## src/rtl/block_mem_scheduler_pkg.sv

```systemverilog
// block_mem_scheduler_pkg: command codes, FSM states and sizes shared by the scheduler slice
package block_mem_scheduler_pkg;
  typedef enum logic [1:0] {
    FUNC_IDLE = 2'b00,
    FUNC_LOAD = 2'b01,
    FUNC_PULL = 2'b10,
    FUNC_DROP = 2'b11
  } func_e;
  typedef enum logic [2:0] {IDLE, ISSUE, WAIT_BUSY, WAIT_DONE, ACK} state_e;
  localparam int MAXROW = 30;
endpackage

```

## src/rtl/block_mem_scheduler_if.sv

```systemverilog
// block_mem_scheduler_if: requester, block memory and status signals around the scheduler
interface block_mem_scheduler_if
  import block_mem_scheduler_pkg::*;
#(
  parameter int STAGE_W = 2
);
  logic               load_req, pull_req, drop_req, mem_busy;
  logic [STAGE_W-1:0] load_stage, mem_stage, cur_stage;
  logic               load_ack, pull_ack, drop_ack, flushed;
  logic               mem_enable, rd_valid, error;
  func_e              mem_func;
  modport master (
    output load_req, load_stage, pull_req, drop_req, mem_busy,
    input  load_ack, pull_ack, drop_ack, flushed, mem_enable, mem_func, mem_stage,
           rd_valid, cur_stage, error
  );
  modport slave (
    input  load_req, load_stage, pull_req, drop_req, mem_busy,
    output load_ack, pull_ack, drop_ack, flushed, mem_enable, mem_func, mem_stage,
           rd_valid, cur_stage, error
  );
endinterface

```

## src/rtl/block_mem_scheduler_req_latch.sv

```systemverilog
// block_mem_scheduler_req_latch: pending bit that merges repeat requests until issued or flushed
module block_mem_scheduler_req_latch (
  input  logic clk,
  input  logic rst_n,
  input  logic req_i,
  input  logic clr_i,
  input  logic flush_i,
  output logic pend_o
);
  logic pend_q, pend_d;
  always_comb pend_d = (clr_i | flush_i) ? 1'b0 : (pend_q | req_i);
  always_ff @(posedge clk or negedge rst_n)
    if (!rst_n) pend_q <= 1'b0;
    else        pend_q <= pend_d;
  assign pend_o = pend_q;
endmodule

```

## src/rtl/block_mem_scheduler.sv

```systemverilog
// block_mem_scheduler: arbitrates LOAD/DROP/PULL onto the block memory command port
// and tracks its busy handshake to completion with a timeout.
module block_mem_scheduler
  import block_mem_scheduler_pkg::*;
#(
  parameter int TIMEOUT = 127,
  parameter int STAGE_W = 2
) (
  input logic                  clk,
  input logic                  rst_n,
  block_mem_scheduler_if.slave bus
);
  localparam int CW = $clog2(TIMEOUT + 1);
  state_e             state_q;
  func_e              func_q;
  logic [CW-1:0]      cnt_q;
  logic [STAGE_W-1:0] stage_q, mstage_q, cur_q, ld_stage;
  logic en_q, lack_q, pack_q, dack_q, flush_q, err_q;
  logic lpend, ppend, dpend, load_any, pull_any, drop_any;
  logic go, sel_load, sel_drop, sel_pull, hs_hit;
  always_comb begin
    load_any = bus.load_req | lpend;
    pull_any = bus.pull_req | ppend;
    drop_any = bus.drop_req | dpend;
    go       = (state_q == IDLE) & ~bus.mem_busy & (load_any | pull_any | drop_any);
    sel_load = go & load_any;
    sel_drop = go & ~load_any & drop_any;
    sel_pull = go & ~load_any & ~drop_any & pull_any;
    ld_stage = bus.load_req ? bus.load_stage : stage_q;
    hs_hit   = (state_q == WAIT_BUSY) == bus.mem_busy;
  end
  block_mem_scheduler_req_latch u_load (.clk(clk), .rst_n(rst_n), .req_i(bus.load_req),
    .clr_i(sel_load), .flush_i(1'b0), .pend_o(lpend));
  block_mem_scheduler_req_latch u_pull (.clk(clk), .rst_n(rst_n), .req_i(bus.pull_req),
    .clr_i(sel_pull), .flush_i(load_any), .pend_o(ppend));
  block_mem_scheduler_req_latch u_drop (.clk(clk), .rst_n(rst_n), .req_i(bus.drop_req),
    .clr_i(sel_drop), .flush_i(load_any), .pend_o(dpend));
  always_ff @(posedge clk or negedge rst_n) begin
    if (!rst_n) begin
      state_q  <= IDLE;
      func_q   <= FUNC_IDLE;
      cnt_q    <= '0;
      stage_q  <= '0;
      mstage_q <= '0;
      cur_q    <= '0;
      en_q     <= 1'b0;
      lack_q   <= 1'b0;
      pack_q   <= 1'b0;
      dack_q   <= 1'b0;
      flush_q  <= 1'b0;
      err_q    <= 1'b0;
    end else begin
      en_q    <= 1'b0;
      lack_q  <= 1'b0;
      pack_q  <= 1'b0;
      dack_q  <= 1'b0;
      flush_q <= load_any & (ppend | dpend);
      if (bus.load_req) stage_q <= bus.load_stage;
      case (state_q)
        IDLE: if (go) begin
          state_q  <= ISSUE;
          en_q     <= 1'b1;
          func_q   <= sel_load ? FUNC_LOAD : sel_drop ? FUNC_DROP : FUNC_PULL;
          mstage_q <= sel_load ? ld_stage : '0;
        end
        ISSUE: begin
          state_q <= WAIT_BUSY;
          cnt_q   <= '0;
        end
        WAIT_BUSY, WAIT_DONE: begin
          cnt_q <= cnt_q + 1'b1;
          if (hs_hit) begin
            cnt_q   <= '0;
            state_q <= (state_q == WAIT_BUSY) ? WAIT_DONE : ACK;
            if (state_q == WAIT_DONE) begin
              lack_q <= func_q == FUNC_LOAD;
              pack_q <= func_q == FUNC_PULL;
              dack_q <= func_q == FUNC_DROP;
              if (func_q == FUNC_LOAD) cur_q <= mstage_q;
            end
          end else if (cnt_q == CW'(TIMEOUT)) begin
            // abandoned command: no ack, memory state unknown, flag it until reset
            err_q    <= 1'b1;
            state_q  <= IDLE;
            func_q   <= FUNC_IDLE;
            mstage_q <= '0;
          end
        end
        ACK: begin
          state_q  <= IDLE;
          func_q   <= FUNC_IDLE;
          mstage_q <= '0;
        end
        default: state_q <= IDLE;
      endcase
    end
  end
  assign bus.mem_enable = en_q;
  assign bus.mem_func   = func_q;
  assign bus.mem_stage  = mstage_q;
  assign bus.cur_stage  = cur_q;
  assign bus.load_ack   = lack_q;
  assign bus.pull_ack   = pack_q;
  assign bus.drop_ack   = dack_q;
  assign bus.flushed    = flush_q;
  assign bus.error      = err_q;
  assign bus.rd_valid   = rst_n & (state_q == IDLE) & ~bus.mem_busy;
endmodule

```

## src/flat_wrapper.sv

```systemverilog
// flat-port wrapper written by rule: the top's interface ports become plain ports
module block_mem_scheduler_flat import block_mem_scheduler_pkg::*;
#(
  parameter int TIMEOUT = 127,
  parameter int STAGE_W = 2
)
  (clk, rst_n, bus_load_req, bus_load_stage, bus_pull_req, bus_drop_req, bus_mem_busy, bus_load_ack, bus_pull_ack, bus_drop_ack, bus_flushed, bus_mem_enable, bus_mem_func, bus_mem_stage, bus_rd_valid, bus_cur_stage, bus_error);
  block_mem_scheduler_if #(.STAGE_W(STAGE_W)) bus_i ();
  input logic clk;
  input logic rst_n;
  input wire logic [$bits(bus_i.load_req)-1:0] bus_load_req;
  input wire logic [$bits(bus_i.load_stage)-1:0] bus_load_stage;
  input wire logic [$bits(bus_i.pull_req)-1:0] bus_pull_req;
  input wire logic [$bits(bus_i.drop_req)-1:0] bus_drop_req;
  input wire logic [$bits(bus_i.mem_busy)-1:0] bus_mem_busy;
  output wire logic [$bits(bus_i.load_ack)-1:0] bus_load_ack;
  output wire logic [$bits(bus_i.pull_ack)-1:0] bus_pull_ack;
  output wire logic [$bits(bus_i.drop_ack)-1:0] bus_drop_ack;
  output wire logic [$bits(bus_i.flushed)-1:0] bus_flushed;
  output wire logic [$bits(bus_i.mem_enable)-1:0] bus_mem_enable;
  output wire logic [$bits(bus_i.mem_func)-1:0] bus_mem_func;
  output wire logic [$bits(bus_i.mem_stage)-1:0] bus_mem_stage;
  output wire logic [$bits(bus_i.rd_valid)-1:0] bus_rd_valid;
  output wire logic [$bits(bus_i.cur_stage)-1:0] bus_cur_stage;
  output wire logic [$bits(bus_i.error)-1:0] bus_error;
  assign bus_i.load_req = bus_load_req;
  assign bus_i.load_stage = bus_load_stage;
  assign bus_i.pull_req = bus_pull_req;
  assign bus_i.drop_req = bus_drop_req;
  assign bus_i.mem_busy = bus_mem_busy;
  assign bus_load_ack = bus_i.load_ack;
  assign bus_pull_ack = bus_i.pull_ack;
  assign bus_drop_ack = bus_i.drop_ack;
  assign bus_flushed = bus_i.flushed;
  assign bus_mem_enable = bus_i.mem_enable;
  assign bus_mem_func = bus_i.mem_func;
  assign bus_mem_stage = bus_i.mem_stage;
  assign bus_rd_valid = bus_i.rd_valid;
  assign bus_cur_stage = bus_i.cur_stage;
  assign bus_error = bus_i.error;
  block_mem_scheduler #(.TIMEOUT(TIMEOUT), .STAGE_W(STAGE_W)) u_core (.clk(clk), .rst_n(rst_n), .bus(bus_i));
endmodule
```

## config.mk

```make
export PLATFORM = sky130hd
export DESIGN_NAME = block_mem_scheduler_flat
export DESIGN_NICKNAME = d
export VERILOG_FILES = /design/src/rtl/block_mem_scheduler_pkg.sv /design/src/rtl/block_mem_scheduler_if.sv /design/src/rtl/block_mem_scheduler_req_latch.sv /design/src/rtl/block_mem_scheduler.sv /design/src/flat_wrapper.sv
export SDC_FILE = /design/constraint.sdc
export NUM_CORES = 1
export LEC_CHECK = 0
export CAP_MARGIN = 5
export CELL_PAD_IN_SITES_DETAIL_PLACEMENT = 0
export CELL_PAD_IN_SITES_GLOBAL_PLACEMENT = 1
export CORE_MARGIN = 2
export CORE_UTILIZATION = 43
export DETAILED_ROUTE_END_ITERATION = 10
export PLACE_DENSITY = 0.82
export SLEW_MARGIN = 20
export SYNTH_ARGS = -nofsm -noshare
export SYNTH_HDL_FRONTEND = slang
export SYNTH_SLANG_ARGS = --single-unit
```

## constraint.sdc

```tcl
create_clock -name clk -period 5.95 [get_ports clk]
set_clock_uncertainty 0.05 [all_clocks]
set_input_delay 1.4875 -clock clk [delete_from_list [all_inputs] [get_ports clk]]
set_output_delay 1.4875 -clock clk [all_outputs]
set_load 0.05 [all_outputs]
```

**Word-level counts from Yosys, hierarchy flattened**

Cells that the tools add are included.

- Register bits: 27
- Input port bits: 8
- Output and inout port bits: 13
- Word-level logic and storage cells: 90

- Add/subtract/negate cells: 1
- Eq/ne operators: 13
- Mux-type cells: 31
- Bitwise logic cells: 22
- Reduce and logical (&&, ||, !) cells: 8

Operators with widths:

| cell | count |
|---|---|
| $mux W1 | 15 |
| $mux W2 | 7 |
| $pmux W7 S2 | 1 |
| $mux W3 | 4 |
| $pmux W2 S3 | 2 |
| $and A1 B1 Y1 | 10 |
| $pmux W3 S3 | 1 |
| $or A1 B1 Y1 | 8 |
| $reduce_and A4 Y1 | 2 |
| $add A7 B1 Y7 const B | 1 |
| $eq A7 B7 Y1 const B | 1 |
| $mux W7 | 1 |
| $eq A3 B2 Y1 const B | 2 |
| $eq A2 B2 Y1 const B | 2 |
| $ne A2 B1 Y1 const B | 2 |
| $not A1 Y1 | 4 |
| $eq A3 B1 Y1 const B | 1 |
| $eq A3 B3 Y1 const B | 1 |
| $logic_not A3 Y1 | 1 |
| $ne A3 B1 Y1 const B | 1 |
| $reduce_and A3 Y1 | 1 |
| $reduce_bool A3 Y1 | 1 |
| $eq A2 B1 Y1 const B | 1 |
| $ne A2 B2 Y1 const B | 1 |
| other kinds (4) | 4 |

**Logic depth before layout (Yosys ltp)**

- Word-level depth: 10
- Mapped depth: 8
- Depth with buffers taken out: 7

**Hierarchy**

From an unflattened synthesis, not the netlist that was laid out.

- Cells, all modules: 123
- Area, all modules: 1318.8 um2

Modules (own cells, without submodules):

| module | instances | cells each | area each (um2) | seq. area each (um2) |
|---|---|---|---|---|
| block_mem_scheduler | 1 | 114 | 1202.4 | 600.6 |
| block_mem_scheduler_req_latch | 3 | 3 | 38.8 | 25.0 |

**Worst setup path before layout**

OpenSTA, ideal clock, no wires.

- Path type: input -> output
- Start point: input bus_mem_busy
- End point: output bus_rd_valid
- Arrival time: 2.396 ns
- Required time: 4.413 ns
- Setup slack: 2.016 ns
- Stages: 2
- Buffers on the path: 0
- Cell sequence: nor4_1 and2_1

- Cells in the longest elaborated chain, start to end: 2

RTL lines:

| element | RTL line | source |
|---|---|---|
| start, declared | flat_wrapper.sv:15 | `input wire logic [$bits(bus_i.mem_busy)-1:0] bus_mem_busy;` |
| $not A1 Y1 | block_mem_scheduler.sv:107 | `assign bus.rd_valid = rst_n & (state_q == IDLE) & ~bus.mem_busy;` |
| $and A1 B1 Y1 | block_mem_scheduler.sv:107 |  |
| end, declared | flat_wrapper.sv:23 | `output wire logic [$bits(bus_i.rd_valid)-1:0] bus_rd_valid;` |

Every way passes these cells.

**Final worst setup path**

Ends and elaborated chain as after synthesis.

==> results.cfg <==
[yosys]
post-synth-top-area-cell = dfrtp_1
yosysSeqAreaShare_pct = 55.0
synth_top_family_by_area = simple AND/OR/NAND/NOR gates
netlist_instances = 113
synth_compound_area_share_pct = 14.5
ys_types = 35
synth_edf_count = 0
yosys.area_share.simple_pct = 21.8
synthAdderAreaFrac_pct = 3.06
synthesis.nets = 124
netlist_area_um2 = 1230
yosys.area.top_type_share_pct = 55.0
postSynth.asyncResetShare_pct = 100
ys_warn_count = 0
ys_ff_latch = 27
yosys-top-cells-area = dfrtp_1 (55%), nor2_1 (4.6%), o21ai_0 (3.7%)
synth_mux_area_share_pct = 3.67
synth_xor_area_share_pct = 0
postSynthAreaPerCell_um2 = 10.9
yosys_most_used_dff = dfrtp_1

[routing]
wl_per_cell_um = 14.7
routed_wl_mm = 2.45
drt-initial-drc-count = 33
dr.pass1.iters = 4
drc = 0
via_per_inst = 5.48
ant_nets = 0
via_count = 915

[cts]
cts.sinks = 27
h-tree-depth = 1
cts_root_buffer = clkbuf_4
cts_setup_buffers = 0
ctsHoldBuffers = 0
cts_buffers = 3
cts_tree = built
cts_resized = 0
clk_pin_slew_worst_paths_ns = 0.14
cts_max_path_buffers = 2
insertion_delay_ns = 0.33

[global_route]
grt_max_degree = 28
grt.total_usage_pct = 16.4
grt_overflow_total = 0
antenna_found_initial = 0
grt_pass1_wl_mm = 4.15
grt_pass1_vias = 885

[floorplanning]
die-area_um2 = 3300
die_y_um = 57.4
floorplan.initialDensity_pct = 44.9
pin_count = 21
die_w_um = 57.4
coreArea_um2 = 2730
row_count = 19

[worst_setup_path]
cp-endpoint = bus_rd_valid
critPathKind = in -> out
reg2reg_slack_ns = 3.79
cp.required_ns = 4.41
reg2reg_from = u_core.state_q[2]
crit_path_start_kind = input port
r2r_end = u_core.bus.mem_stage[0]
arrival_ns = 3.53
path_max_fanout = 6
startpoint = bus_mem_busy
cp-end-kind = primary output
reg2reg_depth = 7

[pwr]
p_per_area_nw_per_um2 = 412
total_power_uw = 615
p_clk_share_pct = 13.1
p_comb_share_pct = 43.6
intPower_uw = 350
vdd_drop_max_mv = 0.251
swShare_pct = 43.1
pwr-share-seq_pct = 43.3
p_sw_uw = 265
p_leak_nw = 0.670

[layout]
fin_nets = 148
stdcell_count = 167
drive_above_1_share_pct = 11.8
synthToLayoutAreaGrowth_pct = 21.5
final.fill_count = 247
utilization_pct = 54.6
most-common-layout-cells = dfrtp_1 (27), clkdlybuf4s50_1 (20), nor2_1 (15)
final_common_cell = dfrtp_1
antenna_cells = 0
design_area_um2 = 1490

[placed_design]
place_ws_ns = 0.890
dp_hpwl_mm = 1.77
dp.cells = 163
gp_congestion = 0.828
dpl-instance-area_um2 = 1470
numPortBuffers = 20

[sta]
setup_viol = 0
timing.fmax_ghz = 0.197
layout_setup_ws_ns = 0.887
rsz0062_at_grt = no
timing.hold.ws_ns = 0.451
finalSetupTns_ns = 0
drv_slew = 0
slew_headroom_pct = 66.5
finalCriticalPeriod_ns = 5.06
finalCritPeriodShare_pct = 85.1
tightest_slew_ns = 0.501
hold_violations = 0

[run_status]
outcome = complete, no violations

[min_path]
hold_class = reg -> reg

[flow_run]
drv_cap = 0
==> cell usage after synthesis, drive strengths merged (2+ instances only) <==
| master | count |
|---|---|
| a21oi | 5 |
| a22o | 4 |
| a31oi | 3 |
| and2 | 2 |
| and3 | 2 |
| dfrtp | 27 |
| ha | 3 |
| inv | 4 |
| mux2 | 4 |
| nand2 | 8 |
| nand2b | 2 |
| nand3 | 2 |
| nand3b | 3 |
| nor2 | 15 |
| nor2b | 2 |
| nor4 | 3 |
| o21ai | 11 |
| or2 | 2 |
==> cell type report <==
class | count | area (µm²) | share of cell area (%)
Sequential cell | 27 | 676 | 45.3
Multi-Input combinational cell | 80 | 528 | 35.4
Timing Repair Buffer | 21 | 208 | 13.9
Tap cell | 31 | 38.8 | 2.60
Clock buffer | 4 | 26.3 | 1.76
Inverter | 4 | 15.0 | 1.01
==> per-layer routing <==
layer  part of all wire (%)  track usage (%)  wire length [µm]
met3                    4.1             2.95               101
met1                     53             25.0              1290
met5                      0                0                 0
met2                     41             23.4              1010
met4                    1.9             5.98                46
==> state kept, by name, summed over array words and instances (netlist names) <==
register / cells
u_core.u_load.pend_o: 1
u_core.bus.mem_func: 2
u_core.cnt_q: 7
u_core.stage_q: 2
u_core.bus.drop_ack: 1
u_core.bus.flushed: 1
u_core.u_drop.pend_o: 1
u_core.bus.mem_stage: 2
u_core.bus.load_ack: 1
u_core.bus.pull_ack: 1
u_core.state_q: 3
u_core.bus.cur_stage: 2
u_core.u_pull.pend_o: 1
u_core.bus.error: 1
u_core.bus.mem_enable: 1
==> worst max-delay path: stages <==
cell and delay (ns):
clkdlybuf4s50_1 0.52, nor4_1 0.52, and2_1 0.20, clkdlybuf4s50_1 0.80
==> cell families after synthesis <==
family / count (synthesis)
muxes: 4
DFF: 27
AOI/OAI and AO/OA: 27
adders and majority gates: 3
buffers and inverters: 6
and+or+nand+nor: 46
==> power by group through the flow <==
stage          combinational, mW  sequential, mW  clock [mW]
2_1_floorplan              0.119           0.334           0
3_3_place_gp               0.265           0.268           0
3_5_place_dp               0.270           0.270           0
4_1_cts                    0.272           0.266      0.0828
5_1_grt                    0.291           0.275      0.0909
6_report                   0.268           0.266      0.0804
==> how the worst min path moves through the flow <==
stage               depth (start not counted)                  to            startpoint
finish                                      1    u_core.bus.error      u_core.bus.error
global route                                1    u_core.bus.error      u_core.bus.error
CTS                                         1    u_core.bus.error      u_core.bus.error
floorplan                                   2  u_core.bus.flushed  u_core.u_pull.pend_o
global placement                            1    u_core.bus.error      u_core.bus.error
detailed placement                          1    u_core.bus.error      u_core.bus.error
(Power assumes the default switching activity.)
